[src/rtl/mem_arb_pkg.sv]
// mem_arb_pkg: shared definitions for the memory request arbiter.
//   HEAD_W/ADDR_W/DATA_W - payload field widths
//   SRC_*                - source encodings driven on mem_src_out
//   arb_state_e          - arbiter FSM states
package mem_arb_pkg;

  localparam int unsigned HEAD_W = 16;
  localparam int unsigned ADDR_W = 32;
  localparam int unsigned DATA_W = 128;

  localparam logic [1:0] SRC_D_REP  = 2'd0;
  localparam logic [1:0] SRC_D_REQ  = 2'd1;
  localparam logic [1:0] SRC_I_REP  = 2'd2;
  localparam logic [1:0] SRC_INFIFO = 2'd3;

  typedef enum logic [1:0] {
    ST_IDLE  = 2'd0,
    ST_ISSUE = 2'd1,
    ST_WAIT  = 2'd2
  } arb_state_e;

endpackage

[src/rtl/mem_arb_rr_pick.sv]
// mem_arb_rr_pick: combinational round-robin picker over four requesters.
// The search starts one past the previous winner and wraps 3->0.
//   req_i        [3:0] request vector, bit index = source encoding
//   last_grant_i [1:0] previous winner
//   winner_o     [1:0] selected source (0 when nothing requests)
//   any_valid_o        at least one request present
module mem_arb_rr_pick (
  input  logic [3:0] req_i,
  input  logic [1:0] last_grant_i,
  output logic [1:0] winner_o,
  output logic       any_valid_o
);

  logic [1:0] idx;

  always_comb begin
    winner_o    = '0;
    any_valid_o = 1'b0;
    idx         = '0;
    for (int unsigned i = 1; i <= 4; i++) begin
      // 2-bit addition wraps naturally, giving the mod-4 search order.
      idx = last_grant_i + 2'(i);
      if (!any_valid_o && req_i[idx]) begin
        winner_o    = idx;
        any_valid_o = 1'b1;
      end
    end
  end

endmodule

[src/rtl/mem_req_arbiter.sv]
// mem_req_arbiter: grants one of four memory requesters (D-cache reply,
// D-cache request, I-cache reply, inbound fifos) per memory transaction.
// IDLE picks a winner round-robin and latches its payload, ISSUE strobes
// v_mem_out and the winner's ack for one cycle, WAIT holds until the
// memory fsm pulses mem_access_done.
// Optional feature macro: MEM_ARB_TIMEOUT_EN enables a WAIT watchdog that
// sets sticky timeout_err and returns to IDLE after TIMEOUT_CYCLES.
// Ports:
//   clk, rst (async, active-low)
//   v_d_rep/v_d_req/v_i_rep/v_INfifos           requester valids
//   local_d_*/local_i_addr_in/infifos_*         requester payloads
//   mem_access_done                             completion pulse
//   ack_d_rep/ack_d_req/ack_i_rep/ack_INfifos   one-cycle accept pulses
//   v_mem_out, mem_src_out, mem_head/addr/data_out  issued transaction
//   arb_busy, timeout_err                       status
module mem_req_arbiter
  import mem_arb_pkg::*;
#(
  parameter int unsigned TIMEOUT_CYCLES = 1024,
  parameter int unsigned CNT_W          = 10
) (
  input  logic              clk,
  input  logic              rst,
  input  logic              v_d_rep,
  input  logic              v_d_req,
  input  logic              v_i_rep,
  input  logic              v_INfifos,
  input  logic [HEAD_W-1:0] local_d_head_in,
  input  logic [HEAD_W-1:0] infifos_head_in,
  input  logic [ADDR_W-1:0] local_d_addr_in,
  input  logic [ADDR_W-1:0] local_i_addr_in,
  input  logic [ADDR_W-1:0] infifos_addr_in,
  input  logic [DATA_W-1:0] local_d_data_in,
  input  logic [DATA_W-1:0] infifos_data_in,
  input  logic              mem_access_done,
  output logic              ack_d_rep,
  output logic              ack_d_req,
  output logic              ack_i_rep,
  output logic              ack_INfifos,
  output logic              v_mem_out,
  output logic [1:0]        mem_src_out,
  output logic [HEAD_W-1:0] mem_head_out,
  output logic [ADDR_W-1:0] mem_addr_out,
  output logic [DATA_W-1:0] mem_data_out,
  output logic              arb_busy,
  output logic              timeout_err
);

  arb_state_e        state_q, state_d;
  logic [1:0]        last_q, last_d;
  logic [1:0]        src_q, src_d;
  logic [HEAD_W-1:0] head_q, head_d;
  logic [ADDR_W-1:0] addr_q, addr_d;
  logic [DATA_W-1:0] data_q, data_d;

  logic [1:0]        win;
  logic              any_v;

  mem_arb_rr_pick u_pick (
    .req_i        ({v_INfifos, v_i_rep, v_d_req, v_d_rep}),
    .last_grant_i (last_q),
    .winner_o     (win),
    .any_valid_o  (any_v)
  );

`ifdef MEM_ARB_TIMEOUT_EN
  logic [CNT_W-1:0] cnt_q, cnt_d;
  logic             err_q, err_d;
`else
  logic unused_cfg;
  assign unused_cfg = ^{TIMEOUT_CYCLES, CNT_W};
`endif

  always_comb begin
    state_d = state_q;
    last_d  = last_q;
    src_d   = src_q;
    head_d  = head_q;
    addr_d  = addr_q;
    data_d  = data_q;
`ifdef MEM_ARB_TIMEOUT_EN
    err_d   = err_q;
    // Held at zero outside WAIT, so it is already clear on WAIT entry.
    cnt_d   = (state_q == ST_WAIT) ? cnt_q + CNT_W'(1) : '0;
`endif
    unique case (state_q)
      ST_IDLE: begin
        if (any_v) begin
          state_d = ST_ISSUE;
          src_d   = win;
          last_d  = win;
          unique case (win)
            SRC_D_REP, SRC_D_REQ: begin
              head_d = local_d_head_in;
              addr_d = local_d_addr_in;
              data_d = local_d_data_in;
            end
            SRC_I_REP: begin
              // I-cache replies carry only an address.
              head_d = '0;
              addr_d = local_i_addr_in;
              data_d = '0;
            end
            default: begin
              head_d = infifos_head_in;
              addr_d = infifos_addr_in;
              data_d = infifos_data_in;
            end
          endcase
        end
      end
      ST_ISSUE: state_d = ST_WAIT;
      ST_WAIT: begin
        if (mem_access_done) begin
          state_d = ST_IDLE;
        end
`ifdef MEM_ARB_TIMEOUT_EN
        else if (cnt_q == CNT_W'(TIMEOUT_CYCLES - 1)) begin
          state_d = ST_IDLE;
          err_d   = 1'b1;
        end
`endif
      end
      default: state_d = ST_IDLE;
    endcase
  end

  always_ff @(posedge clk or negedge rst) begin
    if (!rst) begin
      state_q <= ST_IDLE;
      last_q  <= SRC_INFIFO;
      src_q   <= '0;
      head_q  <= '0;
      addr_q  <= '0;
      data_q  <= '0;
`ifdef MEM_ARB_TIMEOUT_EN
      cnt_q   <= '0;
      err_q   <= 1'b0;
`endif
    end else begin
      state_q <= state_d;
      last_q  <= last_d;
      src_q   <= src_d;
      head_q  <= head_d;
      addr_q  <= addr_d;
      data_q  <= data_d;
`ifdef MEM_ARB_TIMEOUT_EN
      cnt_q   <= cnt_d;
      err_q   <= err_d;
`endif
    end
  end

  always_comb begin
    ack_d_rep   = 1'b0;
    ack_d_req   = 1'b0;
    ack_i_rep   = 1'b0;
    ack_INfifos = 1'b0;
    v_mem_out   = (state_q == ST_ISSUE);
    if (state_q == ST_ISSUE) begin
      unique case (src_q)
        SRC_D_REP: ack_d_rep   = 1'b1;
        SRC_D_REQ: ack_d_req   = 1'b1;
        SRC_I_REP: ack_i_rep   = 1'b1;
        default:   ack_INfifos = 1'b1;
      endcase
    end
  end

  assign arb_busy     = (state_q != ST_IDLE);
  assign mem_src_out  = src_q;
  assign mem_head_out = head_q;
  assign mem_addr_out = addr_q;
  assign mem_data_out = data_q;
`ifdef MEM_ARB_TIMEOUT_EN
  assign timeout_err  = err_q;
`else
  assign timeout_err  = 1'b0;
`endif

endmodule
[config.mk]
export PLATFORM = sky130hd
export DESIGN_NAME = mem_req_arbiter
export DESIGN_NICKNAME = d
export VERILOG_FILES = /design/src/rtl/mem_arb_pkg.sv /design/src/rtl/mem_arb_rr_pick.sv /design/src/rtl/mem_req_arbiter.sv
export SDC_FILE = /design/constraint.sdc
export NUM_CORES = 1
export LEC_CHECK = 0
export ABC_CLOCK_PERIOD_IN_PS = 1800
export CELL_PAD_IN_SITES_DETAIL_PLACEMENT = 1
export CELL_PAD_IN_SITES_GLOBAL_PLACEMENT = 1
export CORE_AREA = 2 2 224 226
export DETAILED_ROUTE_END_ITERATION = 8
export DIE_AREA = 0 0 226 228
export MAX_ROUTING_LAYER = met4
export PLACE_DENSITY = 0.6
export RECOVER_POWER = 50
export SYNTH_ARGS = -nofsm -noshare
export SYNTH_HDL_FRONTEND = slang
export SYNTH_SLANG_ARGS = --single-unit
[constraint.sdc]
create_clock -name clk -period 1.8 [get_ports clk]
set_clock_uncertainty 0.05 [all_clocks]
set_input_delay 0.27 -clock clk [delete_from_list [all_inputs] [get_ports clk]]
set_output_delay 0.27 -clock clk [all_outputs]
set_load 0.01 [all_outputs]
==> results of run 1 <==
==> cells in the final DEF (no fill, tap or decap), types with 2 or more instances in the layout <==
master           Yosys  layout
o211ai_1            30      30
dfrtp_1            180     180
clkdlybuf4s50_1      0     560
a221oi_2           118     122
mux2i_2              0       7
inv_6                0       2
buf_6               12      34
dlygate4sd2_1        0       7
nand3_1             30      30
inv_1                4       3
o21ai_0              3       2
a21oi_1              6       4
clkinv_2             0       4
nor2_4               0       2
nand2_1             40      38
clkbuf_16            0      22
a221oi_1            28       8
a221oi_4             0      16
nor2_1             297     292
buf_12               0      32
o21a_4               0       2
dfstp_2              2       2
buf_4               15      70
nor2_2               0       3
mux2i_1             30      23
bufinv_16            0       3
clkbuf_8             0       3
nand2b_4             0       3
clkbuf_1            18       2
==> Yosys cell counts <==
cell type	n	area, um^2
nand3_1	30	150.1
a22oi_1	1	7.510
buf_1	6	22.52
inv_1	4	15.01
o221ai_2	1	15.01
a21oi_1	6	30.03
nand3b_1	1	7.510
dfrtp_1	180	4504
nor3b_1	1	7.510
dfstp_2	2	52.55
inv_4	1	6.260
o211ai_1	30	225.2
o21ai_0	3	15.01
mux2i_1	30	300.3
and3_1	1	6.260
or2_1	1	6.260
nand2_1	40	150.1
buf_4	15	112.6
clkbuf_1	18	67.56
conb_1	1	3.750
a2bb2oi_2	1	15.01
nand2b_1	3	18.77
a221oi_1	28	245.2
nor2_1	297	1115
a311oi_1	1	8.760
a221oi_2	118	1772
o21a_1	1	7.510
buf_2	32	160.2
o31ai_1	1	7.510
o211a_1	1	10.01
buf_6	12	135.1
or2_4	1	8.760
nor3_1	1	5.000
==> final timing paths <==
check,end,cells after the start
max,mem_data_out[73],8
min in group asynchronous,mem_data_out[34],2
max reg2reg,mem_data_out[73],8
min,mem_addr_out[0],3
min reg2reg,mem_addr_out[12],2
max in group asynchronous,mem_data_out[60],3
==> state kept, by name, summed over array words and instances, names as in the netlist <==
name,cells
mem_data_out,128
mem_addr_out,32
state_q,2
mem_src_out,2
mem_head_out,16
last_q,2
==> per-stage QoR <==
stage               hold WS [ns]  utilization  TNS (ns)  total power, mW
global route              0.2753       0.3660    -57.53            33.17
global placement          0.2474       0.3355    -80.80            25.03
finish                    0.2835       0.3660    -20.06            31.03
detailed placement        0.2451       0.3355    -88.97            25.40
floorplan               -0.07559            -         0            15.69
CTS                       0.2282       0.3535    -19.37            30.13
==> kinds of logic after synthesis <==
logic type / after synthesis / share of synthesized area
compound gates: 192 / 0.2560
buf+inv: 88 / 0.05635
flops: 182 / 0.4946
mux: 30 / 0.03259
other cells: 1 / 0.0004070
simple gates: 376 / 0.1601
==> worst max-delay path: cells and delay by family (launching register included) <==
family	cells	cell delay (ns)
compound gates	2	0.44
flops	1	0.56
simple gates	3	0.23
buf+inv	3	0.55
==> what timing repair did <==
action                                 CTS  global route
hold buffers                             1             0
gates cloned                             1             7
buffers inserted                         6            10
pin swaps                                6            18
endpoints found under the hold margin   34             0
setup endpoints to repair              206           236
gates resized for setup                 88            65
==> final cells by class <==
type,count,area [um^2]
fill,5472,31290
inverter,5,36.28
tap,672,840.8
clock buffer,21,470.5
sequential,182,4557
timing repair buffer,713,7402
multi-input combinational,600,4608
clock inverter,11,146.4
==> power by group <==
group          switching [mW]  internal (mW)  total (mW)
clock network            1.82           2.30        4.12
registers                1.28           6.31        7.59
logic                    9.57           9.75        19.3
==> metal layers <==
metal  vias to the layer above  wire (um)
met2                       363      23460
met5                         -          0
met3                        37       3510
met4                         0        707
li1                       4449          -
met1                      4651      18080
==> impl_metrics.ini, run 1 <==
[clock_network]
clockBufferDepth = 2
clk_pin_slew_ns = 0.07
clockRootBuffer = clkbuf_16
htree_levels = 4
cts-buffers-inserted = 17
clk-insertion-delay-late_ns = 0.48
cts_num_sinks = 182
cts_tree = done

[die]
core_area_um2 = 49350
die_h_um = 228
dieArea_um2 = 51530
fp.dieW_um = 226
start_util = 0.1867
ioPinCount = 576
rows = 82

[placement]
hpwl_um = 34350
post_dp_cell_area_um2 = 16560
io_buffers = 574
place.gp.congestion = 0.8070
pre_cts_ws_ns = -0.5704
dp_cells = 2149

[power]
irDropWorstVdd_v = 0.0005966
leakage_nw = 7.189
powerDensity_nw_per_um2 = 1718

[drt]
drt_iter0_drc = 325
finalWirelength_um = 45760
viasPerCell = 4.310
wl_per_cell_um = 20.76
vias = 9500
dr.pass1.iters = 4
drc = 0
antenna_left = 0

[grt]
gr-max-usage-layer = met2
use_met2 = 0.2983
use_met3 = 0.05719
grt_first_pass_wirelength_um = 64380
grt_overflow_total = 0
grt_max_degree = 81
grt_pass1_vias = 10342
grt_use_met1 = 0.1921
grt_usage = 0.1738
antenna_found_initial = 0

[critical_path]
cpMostUsedCell = buf_12
crit_type = flop to flop
cp-startpoint = last_q[1]
cp-start-kind = flop
r2r_slack_ns = -0.22
rr_startpoint = last_q[1]
max_stage_delay_ns = 0.56
cp_data_arrival_time_ns = 2.34
cp_cell_sequence = buf_6, nand2_4, nand3b_1, o221ai_4, buf_12, buf_12, a221oi_2, nor2_1
cp_max_fo = 34
critPathCaptureType = flop
critPathSlowestCell = dfstp_2
required_ns = 2.12

[min_path]
hold_start = infifos_addr_in[0]
hp-class = primary input to flop

[status]
status = finished with violations
violations = max-capacitance violations, max-slew violations, negative setup slack

[sta]
fin_ws_ns = -0.2209
setup_viol = 168
period_minus_slack_ns = 2.021
hold_viol_final = 0
finalCritPeriodShare = 1.123
grt_setup_unrepaired = yes
drv_slew = 43
max_slew_margin = -0.1063
max_freq_ghz = 0.4948
worst_pin_slew_ns = 1.659

[cells_and_area]
drive_above_1_share = 0.2258
finalNetCount = 1910
finish.instance_area_um2 = 18060
fin_cells = 2204
syn2layout_area_growth_pct = 96.02
antenna_cells = 0

[logic_synthesis]
ys_ff_latch = 182
syn_avg_cell_area_um2 = 10.60
yosys_warnings = 0
synth_seq_area_share = 0.4946
syn_inst = 869
ys_types = 33
synth_area_um2 = 9214
synthesis.nets = 1260

[flow_run]
drv_cap = 1
Note: power is estimated with default switching activity, not from simulation.
==> run 2: changes to the inputs <==
--- a/config.mk
+++ b/config.mk
@@ -5,7 +5,6 @@
 export SDC_FILE = /design/constraint.sdc
 export NUM_CORES = 1
 export LEC_CHECK = 0
-export ABC_CLOCK_PERIOD_IN_PS = 1800
 export CELL_PAD_IN_SITES_DETAIL_PLACEMENT = 1
 export CELL_PAD_IN_SITES_GLOBAL_PLACEMENT = 1
 export CORE_AREA = 2 2 224 226
==> results of run 2 <==
The final DEF is identical to that of run 1; final timing and power are the same.
